File: src/rtl/gearbox_67_40.sv
// Transmit gearbox: packs 67-bit framed words into a continuous 40-bit lane.
// Optional header check enabled by GEARBOX_67_40_HDR_CHECK_EN.
module gearbox_67_40 (
  input  logic        clk,
  input  logic        arst,
  input  logic [66:0] din,
  input  logic        din_valid,
  output logic        din_ready,
  output logic [39:0] dout,
  output logic        dout_valid,
  output logic        underflow,
  output logic        hdr_err
);

  logic [105:0] stor;
  logic [105:0] tmp;
  logic [6:0]   cnt;
  logic [6:0]   avail;
  logic         accept;
  logic         emit;

  assign din_ready = (cnt < 7'd40);
  assign accept    = din_valid & din_ready;
  assign emit      = (avail >= 7'd40);

  // New word lands directly below the bits already held.
  always_comb begin
    tmp   = stor;
    avail = cnt;
    if (accept) begin
      tmp   = stor | ({din, 39'b0} >> cnt);
      avail = cnt + 7'd67;
    end
  end

  always_ff @(posedge clk or posedge arst) begin
    if (arst) begin
      stor       <= '0;
      cnt        <= '0;
      dout       <= '0;
      dout_valid <= 1'b0;
      underflow  <= 1'b0;
    end else begin
      underflow <= din_ready & ~din_valid;
      if (emit) begin
        dout       <= tmp[105:66];
        dout_valid <= 1'b1;
        stor       <= tmp << 40;
        cnt        <= avail - 7'd40;
      end else begin
        dout       <= '0;
        dout_valid <= 1'b0;
        stor       <= tmp;
        cnt        <= avail;
      end
    end
  end

`ifdef GEARBOX_67_40_HDR_CHECK_EN
  always_ff @(posedge clk or posedge arst) begin
    if (arst) begin
      hdr_err <= 1'b0;
    end else begin
      hdr_err <= accept & ~^din[65:64];
    end
  end
`else
  assign hdr_err = 1'b0;
`endif

endmodule

File: config.mk
export PLATFORM = sky130hd
export DESIGN_NAME = gearbox_67_40
export DESIGN_NICKNAME = d
export VERILOG_FILES = /design/src/rtl/gearbox_67_40.sv
export SDC_FILE = /design/constraint.sdc
export NUM_CORES = 1
export LEC_CHECK = 0
export BUFFER_PORTS_ARGS = -buffer_cell sky130_fd_sc_hd__buf_2
export CORE_MARGIN = 4
export CORE_UTILIZATION = 46
export CTS_CLUSTER_DIAMETER = 40
export DETAILED_ROUTE_END_ITERATION = 6
export PLACE_DENSITY_LB_ADDON = 0.2
export SYNTH_ARGS = -nofsm -noshare
export SYNTH_HDL_FRONTEND = slang
export SYNTH_SLANG_ARGS = --single-unit
File: constraint.sdc
create_clock -name clk -period 6.06 [get_ports clk]
set_input_delay 1.212 -clock clk [delete_from_list [all_inputs] [get_ports clk]]
set_output_delay 1.212 -clock clk [all_outputs]
set_load 0.01 [all_outputs]
==> flow_summary.toml, run 1 <==
[place]
gp_congestion = 0.994
port_buffers = 112
placed_area_mm2 = 0.0121
dp_hpwl_um = 30600

[layout]
nets = 1296
fill_cells = 2279
fin_util_pct = 52.3
multi_input_area_mm2 = 0.00703
drive_above_1_share_pct = 27.4
fin_area_mm2 = 0.0128
syn_to_final_growth_pct = 11.4
area.sequential_mm2 = 0.00389

[sta]
finalSetupViolCount = 0
relSlewSlack_pct = 19.5
fmax_ghz = 0.254
finalSetupTns_ns = 0
drv_slew = 0
timing.final.crit_share_pct = 65.0
hold_viol = 0
rsz0062_at_grt = "no"
worstMarginPinSlew_ns = 1.20
fin_skew_ns = 0.0131
timing.hold.ws_ns = 0.482
min_period_ns = 3.94

[logic_synthesis]
ys_warn_count = 0
async_flop_share_pct = 100
yosysSeqAreaShare_pct = 33.9
ys_seq_elements = 155
synth.distinct_cells = 81
synth-edff-count = 0
avgSynthCellArea_um2 = 9.82
synth_nets = 1238
syn_inst = 1166
synth_area_mm2 = 0.0115
synth_flop_cell = "dfrtp_1"

[global_route]
grt_pass1_wl_um = 64600
busiest_layer = "met2"
antenna_found_initial = 0
grt_pass1_vias = 10300
met3_usage_pct = 9.02
grt_use_met1_pct = 40.4
grt_max_degree = 106
grt.total_usage_pct = 30.2
use_met2_pct = 45.5
grt_remaining_overflow = 0

[critical_path]
critPathKind = "input port to flip-flop"
cp-startpoint = "din_valid"
reg2reg_slack_ns = 2.15
cp.depth = 13
worst-path-max-fanout = 40
critPathBufInv = 3
worst-r2r-cell-count = 13
cp-start-kind = "input port"
required_ns = 6.37
crit_family = "simple AND/OR/NAND/NOR gates"
reg2reg_from = "cnt[4]$_DFF_PP0_"
crit_arrival_ns = 4.25
slowest_delay_ns = 0.39
endpoint_kind = "flip-flop"
cp_slowest_cell = "o21a_4"
path_cells = "buf_2, nor2b_1, nand2_1, nor3_1, xnor2_1, ha_1, o31a_1, o21a_4, clkinv_2, buf_4, nor2_1, o22ai_1, a211o_1"

[detailed_routing]
ant_nets = 0
dr_total_vias = 10500
wl_per_cell_um = 27.1
vias_per_cell = 6.72
drc_errors = 0
drt-initial-drc-count = 1620
firstDrtPassIters = 6
routed_wirelength_um = 42300

[pwr]
finalPower_uw = 8790
power_density_mw_per_mm2 = 689
peakVddDrop_mv = 0.645
leakagePower_uw = 0.00552

[clocking]
clockBufferDepth = 2
clock_sinks = 155
clk_pin_slew_ns = 0.06
cts_root_buf = "clkbuf_16"
cts_resized = 0
htree_levels = 4
numCtsBuffers = 17
cts_tree = "yes"
post-cts-setup-buffer-count = 0
clk_latency_ns = 0.44
cts-hold-fix-buffers = 0

[run]
maxCapViolCount = 0

[floorplanning]
fp.coreArea_mm2 = 0.0244
die_y_um = 166
dieWidth_um = 166
initial_core_util_pct = 46.9
rows = 57
dieArea_mm2 = 0.0275
io_pins = 114

[worst_hold_path]
worstHoldStart = "stor[41]$_DFF_PP0_"
hold_path.class = "flip-flop to flip-flop"
holdPathStages = 2

[outcome]
status = "finished, final reports clean"
cells by family (layout without fill, tap and decap cells):
logic type	after synthesis	in the layout	share of synthesized area, %
simple gates	360	360	14.2
compound gates	310	310	18.1
mux	221	221	28.4
flops	155	155	33.9
buf+inv	112	183	4.81
xor+xnor	5	5	0.382
fa+ha+maj	2	2	0.218
other cells	1	2	0.0327
per-layer routing:
metal,up-vias,wire (um)
li1,4512,-
met1,5178,16300
met2,652,18900
met3,158,4640
met4,0,2410
met5,-,0
stage by stage:
step | cells | setup slack, ns
floorplan | 1166 | 0.670
global placement | 1529 | 1.93
detailed placement | 1529 | 1.78
CTS | 1561 | 2.22
global route | 1561 | 1.93
finish | 1562 | 2.12
registers in the layout, indices dropped and copies added, names as in the netlist:
signal / cells
dout_valid: 1
dout: 40
stor: 106
underflow: 1
cnt: 7
worst paths after layout:
path	to
worst min register to register	stor[41]$_DFF_PP0_
min in group asynchronous	stor[48]$_DFF_PP0_
worst max register to register	stor[93]$_DFF_PP0_
max in group asynchronous	stor[50]$_DFF_PP0_
worst max-delay path	stor[93]$_DFF_PP0_
worst min-delay path	stor[41]$_DFF_PP0_
final cells by class:
| cell class | count | area share [%] |
|---|---|---|
| Tap cell | 324 | 3.18 |
| Inverter | 14 | 0.461 |
| Sequential cell | 155 | 30.5 |
| Multi-Input combinational cell | 899 | 55.2 |
| Clock buffer | 21 | 3.69 |
| Timing Repair Buffer | 137 | 5.96 |
| Antenna cell | 1 | 0.0196 |
| Clock inverter | 11 | 1.05 |
synth_stat cells, types with 17 or more instances:
library cell / count / area (um^2)
and2_1: 29 / 181
o21ai_0: 36 / 180
mux2_2: 68 / 766
buf_2: 34 / 170
nand2_1: 89 / 334
mux2i_1: 72 / 721
o22ai_1: 27 / 169
o21ai_1: 17 / 85.1
clkbuf_1: 44 / 165
mux4_2: 70 / 1580
nand3_1: 20 / 100
a22oi_1: 27 / 203
nor2_1: 152 / 571
a21oi_1: 83 / 415
dfrtp_1: 155 / 3880
nor3_1: 19 / 95.1
tightest hold or removal path: stages (launching register included):
cell     delay [ns]
dfrtp_1        0.34
nand2_1        0.06
nand2_1        0.05
placed cells by master (no fill, tap or decap), types with 7 or more instances in the layout:
cell type	instances
o221ai_1	7
and2_1	29
mux2_2	68
or3_1	7
o21ai_0	36
clkbuf_16	17
nor3_1	19
a31oi_1	12
o21ai_1	17
mux4_2	70
a211o_1	8
a22oi_1	27
nor2b_1	8
inv_1	8
buf_4	24
nor2_1	150
o211ai_1	14
a211oi_1	14
a21oi_1	83
buf_2	112
nand2_1	89
nand2b_1	7
mux2i_1	72
o22ai_1	27
dfrtp_1	152
nand3_1	20
power breakdown:
part / switching, uW / internal [uW] / total, uW
registers: 307 / 1410 / 1720
clock network: 472 / 645 / 1120
logic: 3750 / 2210 / 5950
No activity file was read; power rests on OpenSTA's default activity.
==> run 2: changes to the inputs <==
clock period = 3.9 ns   (was 6.06 ns; I/O delays follow)
==> flow_summary.toml, run 2 (same netlist as run 1, synthesis figures left out) <==
[outcome]
status = "finished, final reports clean"

[detailed_routing]
drt-initial-drc-count = 1529
ant_nets = 0
wl_per_cell_um = 26.6
vias_per_cell = 6.65
dr_total_vias = 10500
firstDrtPassIters = 6
routed_wirelength_um = 41900
drc_errors = 0

[clocking]
numCtsBuffers = 17
cts_resized = 0
cts_tree = "yes"
htree_levels = 4
cts-hold-fix-buffers = 0
clockBufferDepth = 2
post-cts-setup-buffer-count = 0
clk_pin_slew_ns = 0.07
cts_root_buf = "clkbuf_16"
clock_sinks = 155
clk_latency_ns = 0.43

[sta]
timing.final.crit_share_pct = 82.0
finalSetupTns_ns = 0
fin_ws_ns = 0.702
relSlewSlack_pct = 14.7
hold_viol = 0
fin_skew_ns = 0.00938
drv_slew = 0
rsz0062_at_grt = "no"
min_period_ns = 3.20
finalSetupViolCount = 0
fmax_ghz = 0.313
worstMarginPinSlew_ns = 1.28

[pwr]
power_density_mw_per_mm2 = 1060
switching_share_pct = 51.4
comb_power_share_pct = 70.3
power.share.clock_pct = 11.5
power.switching_uw = 6990
peakVddDrop_mv = 1.07
p_seq_share_pct = 18.2
leakagePower_uw = 0.00560
p_int_uw = 6600

[layout]
drive_above_1_share_pct = 28.4
area.sequential_mm2 = 0.00389
antennaDiodeCount = 0
final_common_cell = "dfrtp_1"
regMostFlops = "stor"
fin_area_mm2 = 0.0129
multi_input_area_mm2 = 0.00703
fin_util_pct = 52.8
syn_to_final_growth_pct = 12.4
reg.largest.list = "stor x106, dout x40, cnt x7"
nets = 1312
largest_reg_flops = 106
layout_common_cells = "dfrtp_1 (152), nor2_1 (150), buf_2 (112), nand2_1 (89), a21oi_1 (83)"
fill_cells = 2310

[place]
place_ws_ns = 0.499
placed_area_mm2 = 0.0123
dp_hpwl_um = 30900
port_buffers = 112
gp_congestion = 1.02

[critical_path]
crit_arrival_ns = 3.51
critPathKind = "flip-flop to flip-flop"
endpoint_kind = "flip-flop"
cp_slowest_cell = "dfrtp_4"
path_cells = "or2_2, and3_1, xnor2_1, ha_1, o31a_1, o21a_4, clkinv_2, buf_4, a221o_1"
worst-path-max-fanout = 25
cp-start-kind = "flip-flop"
required_ns = 4.21
slowest_delay_ns = 0.50

[run]
maxCapViolCount = 0

[floorplanning]
io_pins = 114
dieWidth_um = 166
die_y_um = 166
rows = 57
fp.coreArea_mm2 = 0.0244
initial_core_util_pct = 46.9
dieArea_mm2 = 0.0275

[global_route]
grt.total_usage_pct = 30.1
grt_max_degree = 116
grt_pass1_wl_um = 64600
grt_remaining_overflow = 0
antenna_found_initial = 0
grt_pass1_vias = 10300

[worst_hold_path]
hold_path.class = "input port to async pin"
[run 2: cell count changes in the layout (fill, tap and decap cells not counted), sizes merged, moves of 2 or more]
cell / previous run / this run
clkbuf: 21 / 17
clkinv: 3 / 9
buf: 137 / 153
inv: 16 / 18
clkinvlp: 4 / 2
bufinv: 2 / 0
[run 2: critical path, delay by kind of cell (launching register included)]
| kind | cells | cell delay (ns) |
|---|---|---|
| XOR/XNOR | 1 | 0.29 |
| buffers and inverters | 2 | 0.69 |
| AO/OA/AOI/OAI | 3 | 0.66 |
| adder cells (fa/ha/maj) | 1 | 0.31 |
| flip-flops | 1 | 0.50 |
| AND/OR/NAND/NOR | 2 | 0.59 |
[run 2: final timing paths]
| path | start | slack [ns] | cells past startpoint | to |
|---|---|---|---|---|
| max in group asynchronous | arst | 2.64 | 3 | stor[43]$_DFF_PP0_ |
| min in group clk | stor[16]$_DFF_PP0_ | 0.48 | 2 | stor[16]$_DFF_PP0_ |
| worst max-delay path | cnt[0]$_DFF_PP0_ | 0.70 | 9 | stor[68]$_DFF_PP0_ |
| worst max register to register | cnt[0]$_DFF_PP0_ | 0.70 | 9 | stor[68]$_DFF_PP0_ |
| worst min-delay path | arst | 0.48 | 2 | dout_valid$_DFF_PP0_ |
| worst min register to register | stor[16]$_DFF_PP0_ | 0.48 | 2 | stor[16]$_DFF_PP0_ |
[run 2: layout make-up]
cell class,count,share of cell area (%)
Clock buffer,17,3.31
Clock inverter,15,0.914
Inverter,14,0.447
Multi-Input combinational cell,899,54.7
Sequential cell,155,30.2
Tap cell,324,3.15
Timing Repair Buffer,153,7.33
[run 2: power by group through the flow]
stage	Clock, uW	Sequential (uW)	Combinational [uW]
6_report	1560	2470	9560
5_1_grt	1650	2540	10100
4_1_cts	1590	2470	9330
3_5_place_dp	0	2500	9300
3_3_place_gp	0	2490	9260
2_1_floorplan	0	2500	6420
[run 2: per-stage QoR]
step	std cells	power, uW	hold slack (ns)
2_1_floorplan	1166	8930	0.438
3_3_place_gp	1545	11700	0.462
5_1_grt	1577	14300	0.506
3_5_place_dp	1545	11800	0.470
6_report	1577	13600	0.479
4_1_cts	1577	13400	0.487
[run 2: layer usage]
metal / vias up / share of wire (%) / GRT usage (%)
met1: 5215 / 39 / 40.5
li1: 4548 / - / -
met4: 0 / 4.1 / 12.4
met2: 611 / 47 / 47.8
met3: 116 / 10 / 6.12
met5: - / 0 / 0
